**src/rtl/uart_recv_bytes_pkg.sv**
```systemverilog
// Shared definitions for the multi-byte UART receive path: default word
// geometry, FSM state type and the helper that masks unused word bytes.
package uart_recv_bytes_pkg;

  localparam int unsigned BYTES_NUM_DEF   = 4;
  localparam int unsigned TIMEOUT_CYC_DEF = 50000;

  typedef enum logic {
    S_IDLE = 1'b0,
    S_RECV = 1'b1
  } recv_state_t;

  // Ones over the low nbytes bytes of the 32-bit word, zeros above.
  function automatic logic [31:0] word_mask(input int unsigned nbytes);
    logic [31:0] m;
    m = '0;
    for (int unsigned i = 0; i < nbytes && i < 4; i++) begin
      m[8*i +: 8] = 8'hFF;
    end
    return m;
  endfunction

endpackage

```
**src/rtl/uart_recv_bytes_if.sv**
```systemverilog
// Byte-in / word-out bundle between the UART RX core and the word assembler.
// master: the side feeding bytes and consuming words; slave: the assembler.
interface uart_recv_bytes_if;
  logic        Uart_RX_done;
  logic [7:0]  Uart_dout;
  logic [31:0] Bytes_DR;
  logic        Bytes_valid;
  logic        Bytes_busy;
  logic        Bytes_err;

  modport master (
    output Uart_RX_done, Uart_dout,
    input  Bytes_DR, Bytes_valid, Bytes_busy, Bytes_err
  );

  modport slave (
    input  Uart_RX_done, Uart_dout,
    output Bytes_DR, Bytes_valid, Bytes_busy, Bytes_err
  );
endinterface

```
**src/rtl/uart_recv_bytes_edge_det.sv**
```systemverilog
// Two-flop delay line with a rising-edge pulse; a level held high for many
// cycles produces exactly one pulse.
module uart_edge_det (
  input  logic CLK_SYS,
  input  logic CLK_RST,
  input  logic sig_in,
  output logic sig_rise
);

  logic done_d0;
  logic done_d1;

  // Delay the input twice so the rise can be seen as 1-then-0 history.
  always_ff @(posedge CLK_SYS or negedge CLK_RST) begin
    if (!CLK_RST) begin
      done_d0 <= 1'b0;
      done_d1 <= 1'b0;
    end else begin
      done_d0 <= sig_in;
      done_d1 <= done_d0;
    end
  end

  assign sig_rise = done_d0 & ~done_d1;

endmodule

```
**src/rtl/uart_recv_bytes.sv**
```systemverilog
// Assembles BYTES_NUM received bytes, first byte most significant, into one
// word with a one-cycle valid strobe; an inter-byte timeout drops partial
// frames with a one-cycle error strobe.
module uart_recv_bytes
  import uart_recv_bytes_pkg::*;
#(
  parameter int unsigned BYTES_NUM   = BYTES_NUM_DEF,
  parameter int unsigned TIMEOUT_CYC = TIMEOUT_CYC_DEF
) (
  input logic             CLK_SYS,
  input logic             CLK_RST,
  uart_recv_bytes_if.slave bus
);

  localparam int unsigned       TW       = $clog2(TIMEOUT_CYC) + 1;
  localparam logic [TW-1:0]     TMO_LAST = TW'(TIMEOUT_CYC - 1);
  localparam logic [2:0]        CNT_LAST = 3'(BYTES_NUM);
  localparam logic [31:0]       DR_MASK  = word_mask(BYTES_NUM);

  recv_state_t   state_q, state_nxt;
  logic [2:0]    cnt_q, cnt_nxt;
  // Only the bytes preceding the final one need storing; the final byte is
  // taken straight from Uart_dout when the word is assembled.
  logic [23:0]   shift_q, shift_nxt;
  logic [TW-1:0] tmo_q, tmo_nxt;
  logic [31:0]   dr_q, dr_nxt;
  logic          valid_q, valid_nxt;
  logic          busy_q, busy_nxt;
  logic          err_q, err_nxt;

  logic          byte_flag;
  logic [31:0]   assembled;

  uart_edge_det u_done_edge (
    .CLK_SYS  (CLK_SYS),
    .CLK_RST  (CLK_RST),
    .sig_in   (bus.Uart_RX_done),
    .sig_rise (byte_flag)
  );

  assign assembled = {shift_q, bus.Uart_dout};

  // State, counters and output registers.
  always_ff @(posedge CLK_SYS or negedge CLK_RST) begin
    if (!CLK_RST) begin
      state_q <= S_IDLE;
      cnt_q   <= '0;
      shift_q <= '0;
      tmo_q   <= '0;
      dr_q    <= '0;
      valid_q <= 1'b0;
      busy_q  <= 1'b0;
      err_q   <= 1'b0;
    end else begin
      state_q <= state_nxt;
      cnt_q   <= cnt_nxt;
      shift_q <= shift_nxt;
      tmo_q   <= tmo_nxt;
      dr_q    <= dr_nxt;
      valid_q <= valid_nxt;
      busy_q  <= busy_nxt;
      err_q   <= err_nxt;
    end
  end

  // Next-state: accept bytes, finish frames, expire stalled frames (a byte
  // arriving on the expiry cycle takes priority over the timeout).
  always_comb begin
    state_nxt = state_q;
    cnt_nxt   = cnt_q;
    shift_nxt = shift_q;
    tmo_nxt   = tmo_q;
    dr_nxt    = dr_q;
    valid_nxt = 1'b0;
    busy_nxt  = busy_q;
    err_nxt   = 1'b0;

    case (state_q)
      S_IDLE: begin
        if (byte_flag) begin
          tmo_nxt = '0;
          if (BYTES_NUM == 1) begin
            dr_nxt    = assembled & DR_MASK;
            valid_nxt = 1'b1;
            cnt_nxt   = '0;
            shift_nxt = '0;
          end else begin
            // Fresh load so a previous frame never leaks into this word.
            shift_nxt = {16'h0, bus.Uart_dout};
            cnt_nxt   = 3'd1;
            busy_nxt  = 1'b1;
            state_nxt = S_RECV;
          end
        end
      end

      S_RECV: begin
        if (byte_flag) begin
          shift_nxt = assembled[23:0];
          tmo_nxt   = '0;
          if (cnt_q + 3'd1 == CNT_LAST) begin
            dr_nxt    = assembled & DR_MASK;
            valid_nxt = 1'b1;
            busy_nxt  = 1'b0;
            cnt_nxt   = '0;
            state_nxt = S_IDLE;
          end else begin
            cnt_nxt = cnt_q + 3'd1;
          end
        end else if (tmo_q == TMO_LAST) begin
          err_nxt   = 1'b1;
          busy_nxt  = 1'b0;
          cnt_nxt   = '0;
          shift_nxt = '0;
          tmo_nxt   = '0;
          state_nxt = S_IDLE;
        end else if (tmo_q != '1) begin
          tmo_nxt = tmo_q + 1'b1;
        end
      end

      default: state_nxt = S_IDLE;
    endcase
  end

  assign bus.Bytes_DR    = dr_q;
  assign bus.Bytes_valid = valid_q;
  assign bus.Bytes_busy  = busy_q;
  assign bus.Bytes_err   = err_q;

endmodule
```
**src/flat_wrapper.sv**
```systemverilog
// flat-port wrapper written by rule: the top's interface ports become plain ports
module uart_recv_bytes_flat import uart_recv_bytes_pkg::*;
#(
  parameter int unsigned BYTES_NUM   = BYTES_NUM_DEF,
  parameter int unsigned TIMEOUT_CYC = TIMEOUT_CYC_DEF
)
  (CLK_SYS, CLK_RST, bus_Uart_RX_done, bus_Uart_dout, bus_Bytes_DR, bus_Bytes_valid, bus_Bytes_busy, bus_Bytes_err);
  uart_recv_bytes_if bus_i ();
  input logic CLK_SYS;
  input logic CLK_RST;
  input wire logic [$bits(bus_i.Uart_RX_done)-1:0] bus_Uart_RX_done;
  input wire logic [$bits(bus_i.Uart_dout)-1:0] bus_Uart_dout;
  output wire logic [$bits(bus_i.Bytes_DR)-1:0] bus_Bytes_DR;
  output wire logic [$bits(bus_i.Bytes_valid)-1:0] bus_Bytes_valid;
  output wire logic [$bits(bus_i.Bytes_busy)-1:0] bus_Bytes_busy;
  output wire logic [$bits(bus_i.Bytes_err)-1:0] bus_Bytes_err;
  assign bus_i.Uart_RX_done = bus_Uart_RX_done;
  assign bus_i.Uart_dout = bus_Uart_dout;
  assign bus_Bytes_DR = bus_i.Bytes_DR;
  assign bus_Bytes_valid = bus_i.Bytes_valid;
  assign bus_Bytes_busy = bus_i.Bytes_busy;
  assign bus_Bytes_err = bus_i.Bytes_err;
  uart_recv_bytes #(.BYTES_NUM(BYTES_NUM), .TIMEOUT_CYC(TIMEOUT_CYC)) u_core (.CLK_SYS(CLK_SYS), .CLK_RST(CLK_RST), .bus(bus_i));
endmodule
```
**config.mk**
```make
export PLATFORM = sky130hd
export DESIGN_NAME = uart_recv_bytes_flat
export DESIGN_NICKNAME = d
export VERILOG_FILES = /design/src/rtl/uart_recv_bytes_pkg.sv /design/src/rtl/uart_recv_bytes_if.sv /design/src/rtl/uart_recv_bytes_edge_det.sv /design/src/rtl/uart_recv_bytes.sv /design/src/flat_wrapper.sv
export SDC_FILE = /design/constraint.sdc
export NUM_CORES = 1
export LEC_CHECK = 0
export CAP_MARGIN = 15
export CORE_AREA = 4 4 83 85
export CTS_CLUSTER_DIAMETER = 80
export DETAILED_ROUTE_END_ITERATION = 8
export DIE_AREA = 0 0 87 89
export PLACE_DENSITY = 0.81
export SLEW_MARGIN = 0
export SYNTH_ARGS = -nofsm -noshare
export SYNTH_HDL_FRONTEND = slang
export SYNTH_HIERARCHICAL = 1
export SYNTH_SLANG_ARGS = --single-unit
export TNS_END_PERCENT = 50
```
**constraint.sdc**
```tcl
create_clock -name CLK_SYS -period 5.3 [get_ports CLK_SYS]
set_input_delay 1.325 -clock CLK_SYS [delete_from_list [all_inputs] [get_ports CLK_SYS]]
set_output_delay 1.325 -clock CLK_SYS [all_outputs]
set_load 0.01 [all_outputs]
```
=== Word level (Yosys, flattened, before mapping) ===
Cells that the tools add are included.

* Input bits: 11
* Output and inout bits: 35
* Logic and storage cells: 56
* Register bits: 82

* Add/sub/neg operators: 2
* Eq/ne operators: 7
* Bitwise operators: 3
* Mux-type cells: 30
* Reduce and logical (&&, ||, !) cells: 4

{| class="wikitable"
|+ Operator list
! operator !! count
|-
| $mux 24 || 3
|-
| $mux 17 || 4
|-
| $pmux 24 s2 || 1
|-
| $pmux 17 s2 || 1
|-
| $add 17x1->17 const B || 1
|-
| $eq 17x16->1 const B || 1
|-
| $ne 17x17->1 const B || 1
|-
| $mux 1 || 14
|-
| $mux 3 || 4
|-
| $ne 3x3->1 const B || 2
|-
| $pmux 3 s2 || 1
|-
| $reduce_and 3->1 || 2
|-
| $ne 4x4->1 const B || 1
|-
| $pmux 1 s2 || 2
|-
| $reduce_and 2->1 || 2
|-
| $add 3x1->3 const B || 1
|-
| $eq 3x3->1 const B || 1
|-
| $ne 2x1->1 const B || 1
|-
| $not 1->1 || 2
|-
| $and 1x1->1 || 1
|}

=== Longest topological paths before layout ===
* Depth in word-level cells: 5
* Mapped depth: 11
* Mapped depth without buffers: 10

=== Hierarchy ===
Netlist, hierarchy kept.

{| class="wikitable"
|+ Modules (own cells, without submodules)
! module !! sequential area each (um^2) !! cells an instance !! area each (um^2) !! instances
|-
| uart_recv_bytes || 2,001.9 || 335 || 3,377.0 || 1
|-
| uart_edge_det || 50.0 || 3 || 63.8 || 1
|}

=== Least setup slack after synthesis ===
Ideal clock, no wire load.

* Kind: flip-flop to flip-flop
* From: reg u_core.tmo_q[3]
* To: reg u_core.tmo_q[15]
* Library setup time: 0.116 ns
* Data required time: 5.184 ns
* Cell stages (with the launch flop): 12
* Setup slack: 3.022 ns
* Arrival time: 2.163 ns
* Path buffers: 1
* Clock period less this slack: 2.278 ns
* Path through: dfrtp_1 and4_1 and3_1 nand3_1 nor2_1 ha_1 nor2b_1 or2_2 a31oi_2 buf_4 nand2_1 o311ai_0

* Cells in the longest elaborated chain, start to end: 5
* Elaborated cells on any way between the ends: 9
* Those cells by class: 1 x add/sub; 3 x eq/ne; 4 x mux; 1 x reduce/logical

{| class="wikitable"
|+ Ends and longest elaborated chain
! what !! line !! source
|-
| from (decl) || uart_recv_bytes.sv:25 || <nowiki>logic [TW-1:0] tmo_q, tmo_nxt;</nowiki>
|-
| from (signal assigned) || uart_recv_bytes.sv:58 || <nowiki>tmo_q <= tmo_nxt;</nowiki>
|-
| $add 17x1->17 || uart_recv_bytes.sv:118 || <nowiki>tmo_nxt = tmo_q + 1'b1;</nowiki>
|-
| $mux 17 || uart_recv_bytes.sv:117 || <nowiki>end else if (tmo_q != '1) begin</nowiki>
|-
| $mux 17 || uart_recv_bytes.sv:110 || <nowiki>end else if (tmo_q == TMO_LAST) begin</nowiki>
|-
| $mux 17 || uart_recv_bytes.sv:98 || <nowiki>if (byte_flag) begin</nowiki>
|-
| $pmux 17 s2 || uart_recv_bytes.sv:78 || <nowiki>case (state_q)</nowiki>
|}

Parallel ways exist; a longest one is shown, timed or not. The select of a mux whose other input is x is not followed.
A chain may end at the register's enable or synchronous reset.

=== Worst setup path in the final report ===
* From: reg u_core.tmo_q[0]
* To: reg u_core.tmo_q[3]

The elaborated chain is that of the path after synthesis.

==> out/results.txt <==
flop2flop setup slack -> 2.37 ns
Setup TNS -> 0 ns
vias in the first global route -> 2493
gr usage total -> 19.7%
Lkg Pwr -> 1.93 nW
post-CTS setup buffer count -> 0
post-route ant nets -> 0
crit path launch type -> flop
clock group share of total power -> 23.0%
Post-synth top flop -> dfrtp_1
clk root buf -> clkbuf_8
first-pass GRT wire length -> 11.8 mm
ys async rst share -> 100%
Mapped Cells -> 338
CP max stage cell -> a21oi_1
Num CTS Buffers -> 9
GRT overflow -> 0
worst slew pin tran -> 0.991 ns
sequential power share -> 48.0%
Seq/Total Area, Yosys -> 59.6%
P&R area growth vs syn -> 19.7%
synth unique cells -> 38
Die H -> 89 um
power per cell area -> 461 mW/mm2
minimum clock period -> 2.93 ns
layout cells sized above 1 -> 7.03%
gpl congestion -> 0.818
final setup fails -> 0
nets -> 394
CP Launch Point -> u_core/tmo_q[0]
drt total wl -> 7.18 mm
die area -> 0.00774 mm2
Clock Sinks -> 82
Psw -> 0.000639 W
clock slew at reported path FFs -> 0.09 ns
hold buffers post-CTS -> 0
hold slack final -> 0.380 ns
antenna cells -> 0
worst ir drop on vdd -> 0.000308 V
Die Span X -> 87 um
Relative slew margins -> 34.0%
Final Max Tran Viols -> 0
RSZ-0062 raised after global routing -> false
Crit Path Max Fanout -> 13
I/O Pins -> 46
Vias/cell -> 5.67
std cell rows -> 29
clock skew -> 0.0144 ns
initial core utilization -> 55.5%
DP Wirelength -> 4.70 mm
FF+latch count, synth -> 82
maximum clock rate -> 342 MHz
slowest stage delay, CP -> 0.72 ns
Resized Gates After CTS -> 0
Worst Setup End Kind -> flop
Post-Syn Area -> 0.00344 mm2
core area -> 0.00620 mm2
initial antenna violation count -> 0
average size of a mapped cell -> 10.2 um2
Final Hold Violating Endpoints -> 0
Worst Path Required -> 5.53 ns
status -> complete, no violations
largest net degree at the start of global routing -> 83
crit path kind -> reg -> reg
Tcrit/Tclk final -> 55.2%
syn_nets -> 353
Net Sw Frac -> 33.6%
clock buffer depth -> 2
Worst Path Arrival -> 3.15 ns
CTS H-tree lvls -> 3
reg2reg start -> u_core/tmo_q[0]
combinational share of power -> 29.0%
drt first pass iters -> 5
maxcap violations -> 0
DR WL/cell -> 15.6 um
EDFF count, synth -> 0
DRC violations left -> 0
Detailed Route Iter0 Violations -> 220
worst skew pair latency -> 0.36 ns
CTS tree -> built
critical path, cell by cell -> ha_1 -> and3_1 -> a21oi_1 -> nand2_1 -> o311ai_0
FILL cells -> 471
worst hold path class -> reg -> reg
Pint -> 0.00126 W
synth warn -> 6
Min-Delay Startpoint -> u_core/u_done_edge/done_d0
Port Buffers -> 45
vias -> 2612
==> final timing paths <==
kind,end,cells past startpoint
max,u_core/tmo_q[3],5
min,u_core/u_done_edge/done_d1,0
max reg2reg,u_core/tmo_q[3],5
min reg2reg,u_core/u_done_edge/done_d1,0
max in group asynchronous,u_core/bus.Bytes_DR[9],1
min in group asynchronous,u_core/tmo_q[13],1
==> Yosys cell counts, types with 2 or more instances <==
cell	number	share of area [%]
dfrtp_1	82	60
a22o_1	24	6.1
clkbuf_1	10	1.1
nand3_1	15	2.2
o31ai_1	3	0.65
or2_2	2	0.36
o22a_1	2	0.51
nor3_1	3	0.44
a21oi_1	6	0.87
nand2b_1	2	0.36
and4_1	2	0.51
and3_1	7	1.3
nand2_1	122	13
nor2b_1	2	0.36
ha_1	4	1.5
o21ai_0	5	0.73
o311ai_0	9	2.3
a31oi_2	2	0.73
buf_2	6	0.87
inv_1	2	0.22
nor2_1	6	0.65
nand4_1	6	1.1
==> cell families after synthesis <==
logic type      after synthesis  share of synthesized area (%)
buf+inv                      20                           2.51
simple gates                174                           22.8
fa+ha+maj                     4                           1.45
flops                        82                           59.6
xor+xnor                      1                          0.255
compound gates               57                           13.4
==> metal layers <==
metal	vias to the layer above	GRT usage (%)	wire, um
met5	-	0	0
met4	0	8.22	149
met3	13	4.52	385
met2	71	29.5	3330
met1	1272	27.9	3320
li1	1256	-	-
==> cell usage in the layout, fill, tap and decap left out, types with 5 or more instances in the layout <==
master / count
nand3_1: 15
clkdlybuf4s50_1: 44
a22o_1: 24
a21oi_1: 6
nand4_1: 6
nand2_1: 122
clkbuf_8: 9
nor2_1: 6
dfrtp_1: 82
o311ai_0: 9
and3_1: 7
o21ai_0: 5
==> power groups by stage <==
stage | clock (W) | combinational [W] | sequential [W]
global placement | 0 | 0.000535 | 0.000921
floorplan | 0 | 0.000232 | 0.000944
global route | 0.000475 | 0.000607 | 0.000939
finish | 0.000437 | 0.000550 | 0.000913
CTS | 0.000448 | 0.000557 | 0.000914
detailed placement | 0 | 0.000552 | 0.000926
==> metrics by stage <==
| stage | util [%] | setup slack [ns] | cell area [um2] | instances | power (W) |
|---|---|---|---|---|---|
| after detailed placement | 63.3 | 2.40 | 3930 | 445 | 0.00148 |
| after floorplan | - | 3.02 | 3440 | 338 | 0.00118 |
| final | 66.4 | 2.37 | 4120 | 461 | 0.00190 |
| after CTS | 66.4 | 2.38 | 4120 | 461 | 0.00192 |
| after global routing | 66.4 | 2.05 | 4120 | 461 | 0.00202 |
| after global placement | 63.3 | 2.44 | 3930 | 445 | 0.00146 |
==> final cells by class <==
type	count	area, um2	area share, %
Timing Repair Buffer	47	463	11.2
Inverter	3	11.3	0.273
Clock inverter	7	71.3	1.73
Tap cell	77	96.3	2.34
Clock buffer	9	124	3.01
Sequential cell	82	2050	49.8
Multi-Input combinational cell	236	1300	31.6
==> registers in the layout, summed over array words and instances (netlist names) <==
register and cells:
u_core/bus.Bytes_DR 32, u_core/tmo_q 17, u_core/state_q 1, u_core/u_done_edge/done_d1 1, u_core/bus.Bytes_valid 1, u_core/cnt_q 3, u_core/u_done_edge/done_d0 1, u_core/bus.Bytes_err 1
u_core/shift_q 24, u_core/bus.Bytes_busy 1
==> worst max-delay path, delay by kind of cell, from the launching register on <==
kind	cells	cell delay, ns
adder cells (fa/ha/maj)	1	0.32
flip-flops	1	0.44
AND/OR/NAND/NOR	2	0.85
AO/OA/AOI/OAI	2	1.20
Power figures use the tool's default switching activity.
